`config.mk`:
```
export PLATFORM = sky130hd
export DESIGN_NAME = mult_op_sequencer
export DESIGN_NICKNAME = d
export VERILOG_FILES = /design/src/rtl/calc_pkg.sv /design/src/rtl/mult_op_sequencer.sv
export SDC_FILE = /design/constraint.sdc
export NUM_CORES = 1
export LEC_CHECK = 0
export BUFFER_PORTS_ARGS = -buffer_cell sky130_fd_sc_hd__buf_2
export CAP_MARGIN = 20
export CORE_UTILIZATION = 45
export CTS_CLUSTER_DIAMETER = 80
export DETAILED_ROUTE_END_ITERATION = 8
export PLACE_DENSITY_LB_ADDON = 0.25
export SLEW_MARGIN = 20
export SYNTH_ARGS = -nofsm -noshare
export SYNTH_HDL_FRONTEND = slang
export SYNTH_SLANG_ARGS = --single-unit
```
`constraint.sdc`:
```
create_clock -name clk -period 2.1 [get_ports clk]
set_clock_uncertainty 0.1 [all_clocks]
set_input_delay 0.42 -clock clk [delete_from_list [all_inputs] [get_ports clk]]
set_output_delay 0.42 -clock clk [all_outputs]
set_load 0.01 [all_outputs]
```
`src/rtl/calc_pkg.sv`:
```
// Shared widths, timeout default and the 3-bit state encoding for the
// multiplier operand sequencer.
package calc_pkg;

  localparam int CALC_DW      = 8;
  localparam int CALC_TMO_CYC = 32;

  typedef logic [2:0] state_t;

  localparam state_t ST_IDLE  = 3'd0;
  localparam state_t ST_LOAD  = 3'd1;
  localparam state_t ST_START = 3'd2;
  localparam state_t ST_WAIT  = 3'd3;
  localparam state_t ST_RESP  = 3'd4;

endpackage

```
`src/rtl/mult_op_sequencer.sv`:
```
// Sequences one operand pair through an external multiplier and holds the
// product for a valid/ready consumer. Optional WAIT timeout: MULT_TIMEOUT_EN.
//
// state | meaning
// IDLE  | ready for operands; acceptance latches mul_a/mul_b
// LOAD  | one settle cycle for the multiplier's registered input stage
// START | mul_start pulse
// WAIT  | waiting for mul_done (or timeout)
// RESP  | out_valid held until out_ready
module mult_op_sequencer
  import calc_pkg::*;
#(
  parameter int DW      = CALC_DW,
  parameter int TMO_CYC = CALC_TMO_CYC
) (
  input  logic          clk,
  input  logic          rst,
  input  logic          in_valid,
  output logic          in_ready,
  input  logic [DW-1:0] op_a,
  input  logic [DW-1:0] op_b,
  output logic [DW-1:0] mul_a,
  output logic [DW-1:0] mul_b,
  output logic          mul_start,
  input  logic          mul_done,
  input  logic [DW-1:0] mul_c,
  output logic          out_valid,
  input  logic          out_ready,
  output logic [DW-1:0] out_c,
  output logic          out_clamp,
  output logic          out_err,
  output logic          busy
);

  state_t state;
  logic   tmo_hit;

  // Gating with rst keeps in_ready low while reset is held.
  assign in_ready  = (state == ST_IDLE) && rst;
  assign busy      = (state != ST_IDLE);
  assign mul_start = (state == ST_START);
  assign out_valid = (state == ST_RESP);

  always_ff @(posedge clk or negedge rst) begin
    if (!rst) begin
      state     <= ST_IDLE;
      mul_a     <= '0;
      mul_b     <= '0;
      out_c     <= '0;
      out_clamp <= 1'b0;
    end else begin
      case (state)
        ST_IDLE: begin
          if (in_valid) begin
            mul_a <= op_a;
            mul_b <= op_b;
            state <= ST_LOAD;
          end
        end
        ST_LOAD:  state <= ST_START;
        ST_START: state <= ST_WAIT;
        ST_WAIT: begin
          if (mul_done) begin
            out_c     <= mul_c;
            out_clamp <= (mul_c == '0) && (mul_a != '0) && (mul_b != '0);
            state     <= ST_RESP;
          end else if (tmo_hit) begin
            out_c     <= '0;
            out_clamp <= 1'b0;
            state     <= ST_RESP;
          end
        end
        ST_RESP: begin
          if (out_ready) state <= ST_IDLE;
        end
        default: state <= ST_IDLE;
      endcase
    end
  end

`ifdef MULT_TIMEOUT_EN
  localparam int TMO_W = (TMO_CYC > 1) ? $clog2(TMO_CYC) : 1;

  logic [TMO_W-1:0] tmo_cnt;

  // Loaded on the START->WAIT edge; terminal count on the TMO_CYC-th WAIT cycle.
  assign tmo_hit = (state == ST_WAIT) && (tmo_cnt == '0);

  always_ff @(posedge clk or negedge rst) begin
    if (!rst) begin
      tmo_cnt <= '0;
      out_err <= 1'b0;
    end else begin
      if (state == ST_START) begin
        tmo_cnt <= TMO_W'(TMO_CYC - 1);
      end else if (state == ST_WAIT && tmo_cnt != '0) begin
        tmo_cnt <= tmo_cnt - 1'b1;
      end
      if (state == ST_WAIT) begin
        if (mul_done)     out_err <= 1'b0;
        else if (tmo_hit) out_err <= 1'b1;
      end
    end
  end
`else
  assign tmo_hit = 1'b0;
  assign out_err = 1'b0;
`endif

endmodule

```
==> run_results.csv <==
group,metric,value,unit
status,status,"complete, no violations",
worst_setup_path,cp_max_fo,6,
sta,period_share,0.8672,
sta,finalCriticalPeriod,1.821,ns
grt,grt_pass1_vias,797,
grt,grt_first_pass_wirelength,3546,um
yosys,syn-num-nets,111,
layout,drive_gt1_frac,0.6475,
sta,rsz0062_at_grt,"no",
die,core_area,0.002522,mm^2
drt,dr.pass1.iters,4,
yosys,synth_cells,82,
min_path,hold_path.class,"in2async",
grt,grt-ovfl-total,0,
sta,setup_viol,0,
cts,hold_buffers,0,
drt,drt-total-wl,2329,um
sta,hold_viol,0,
die,fp-row-count,18,
run,cap_viol_max_count,0,
yosys,ys_seq_area_frac,0.5773,
yosys,yosys_most_used_dff,"dfrtp_1",
cts,htreeDepth,1,
layout,diodes,0,
cts,clockBufferDepth,2,
drt,vias_per_cell,5.030,
cts,cts_setup_buffers,0,
cts,tritoncts,"done",
layout,fillers,223,
worst_setup_path,r2r-start,"state[2]$_DFFE_PN0P_",
cts,cts-root-buf,"clkbuf_4",
sta,tightest_slew,0.5223,ns
cts,cts_inserted_buffers,3,
pwr,leakage,0.7727,nW
sta,fin_tns_setup,0,ns
worst_setup_path,crit_slowest_cell,"dfrtp_1",
die,die_y,53.93,um
drt,via_count,850,
placement,place_congestion,0.7265,
layout,fin_util,0.6037,
worst_setup_path,r2r_cells,3,
placement,io_buffers,57,
worst_setup_path,criticalPathCategory,"reg2out",
worst_setup_path,crit_start,"state[2]$_DFFE_PN0P_",
sta,report.final.slew_viol_count,0,
worst_setup_path,end_kind,"output port",
sta,slew_headroom,0.6499,
drt,drcViolationCount,0,
cts,clkLatencyLatePin,0.31,ns
yosys,netlist_area,0.001214,mm^2
drt,wire_per_inst,13.78,um
die,start_util,0.4812,
worst_setup_path,critical_path.startpoint_type,"register",
worst_setup_path,required,1.58,ns
layout,areaGrowthSynthToFinish,25.46,%
cts,cts.sinks,28,
pwr,ir_worst_vdd,0.8000,mV
grt,grt_max_degree,29,
die,pin_count,59,
grt,antenna_found_initial,0,
yosys,synth_edf_count,0,
worst_setup_path,cpPeakStageDelay,0.46,ns
cts,ctsResizeCount,0,
yosys,yosys_warnings,0,
die,dieWidth,53.93,um
worst_setup_path,worstPathArrival,1.30,ns
drt,ant_nets,0,
die,die_area,0.002908,mm^2
yosys,avgSynthCellArea,14.80,um^2
yosys,synth_seq_cells,28,
grt,grt_use_total,0.1767,
layout,layout.nets,170,
cts,path_clk_slew,0.13,ns
yosys,ys_types,25,
sta,fmax,549.1,MHz
placement,place_hpwl,1792,um
worst_setup_path,path_cells,"nor3_2 > and2_2 > buf_2",
drt,drt_iter0_markers,6,
yosys,ys_async_sr_fraction,1.000,
pwr,p_per_area,1425,mW/mm^2
through the flow:
| stage | instance area, um^2 | worst slack, ns | total power (W) | instances | hold slack [ns] |
|---|---|---|---|---|---|
| after floorplan | 1214 | 0.5535 | 0.001630 | 82 | 0.02441 |
| after global placement | 1500 | 0.4974 | 0.001949 | 166 | 0.3723 |
| after detailed placement | 1500 | 0.4544 | 0.001988 | 166 | 0.3715 |
| after CTS | 1523 | 0.2502 | 0.002200 | 169 | 0.01491 |
| after global routing | 1523 | 0.1487 | 0.002335 | 169 | 0.01525 |
| final | 1523 | 0.2788 | 0.002170 | 169 | 0.007674 |
power breakdown:
group / total [W] / leakage (nW) / switching (W) / internal (W)
clock network: 0.000203 / 0.0138 / 0.000136 / 0.0000670
registers: 0.00101 / 0.335 / 0.000205 / 0.000804
logic: 0.000959 / 0.424 / 0.000411 / 0.000548
synth_stat cells, types with 2 or more instances:
| cell | count | area, um^2 |
|---|---|---|
| or4_1 | 2 | 15.01 |
| nor4_1 | 4 | 25.02 |
| mux2_2 | 14 | 157.7 |
| nor2_1 | 2 | 7.510 |
| mux2_4 | 10 | 150.1 |
| inv_1 | 2 | 7.510 |
| nand2_1 | 2 | 7.510 |
| a21oi_1 | 2 | 10.01 |
| dfrtp_1 | 28 | 700.7 |
placed cells by master, fill, tap and decap left out, types with 2 or more instances in the layout:
master and instances:
clkbuf_4 3, mux2_4 10, or4_1 2, buf_2 57
dfrtp_1 28, nor4_1 4, a21oi_1 2, inv_1 2
mux2_2 14, nor2_1 2, nand2_1 2
sequential cells by signal (all words and copies together) (netlist names):
name       count
mul_a          8
mul_b          8
out_c          8
out_clamp      1
state          3
logic make-up after synthesis:
kind of cell / after synthesis / synth area share
AOI/OAI and AO/OA: 5 / 0.02577
and+or+nand+nor: 18 / 0.09794
other: 1 / 0.003090
buffers and inverters: 6 / 0.04227
DFF: 28 / 0.5773
muxes: 24 / 0.2536
worst max-delay path, delay by kind of cell, from the launching register on:
kind	cells	cell delay, ns
buffers and inverters	1	0.12
flip-flops	1	0.46
AND/OR/NAND/NOR	2	0.42
worst paths after layout:
path	slack, ns	to
max	0.28	in_ready
min	0.008	mul_b[3]$_DFFE_PN0P_
max reg2reg	0.46	mul_a[5]$_DFFE_PN0P_
min reg2reg	0.42	out_c[0]$_DFFE_PN0P_
max in group asynchronous	1.64	mul_a[1]$_DFFE_PN0P_
min in group clk	0.21	state[2]$_DFFE_PN0P_
per-layer routing:
layer	GRT usage	vias up	wire (um)	part of all wire
met2	0.2901	33	1134	0.49
met5	0	-	0	0
li1	-	405	-	-
met1	0.2281	410	1046	0.45
met4	0.06579	0	9	0.0039
met3	0.03672	2	138	0.059
cell type report:
class,instances,area (um^2),area share
clock buffer,3,22.52,0.01479
inverter,2,7.507,0.004930
multi-input combinational,48,461.7,0.3032
sequential,28,700.7,0.4601
tap,30,37.54,0.02465
timing repair buffer,58,292.8,0.1923
Note: power is estimated with default switching activity, not from simulation.
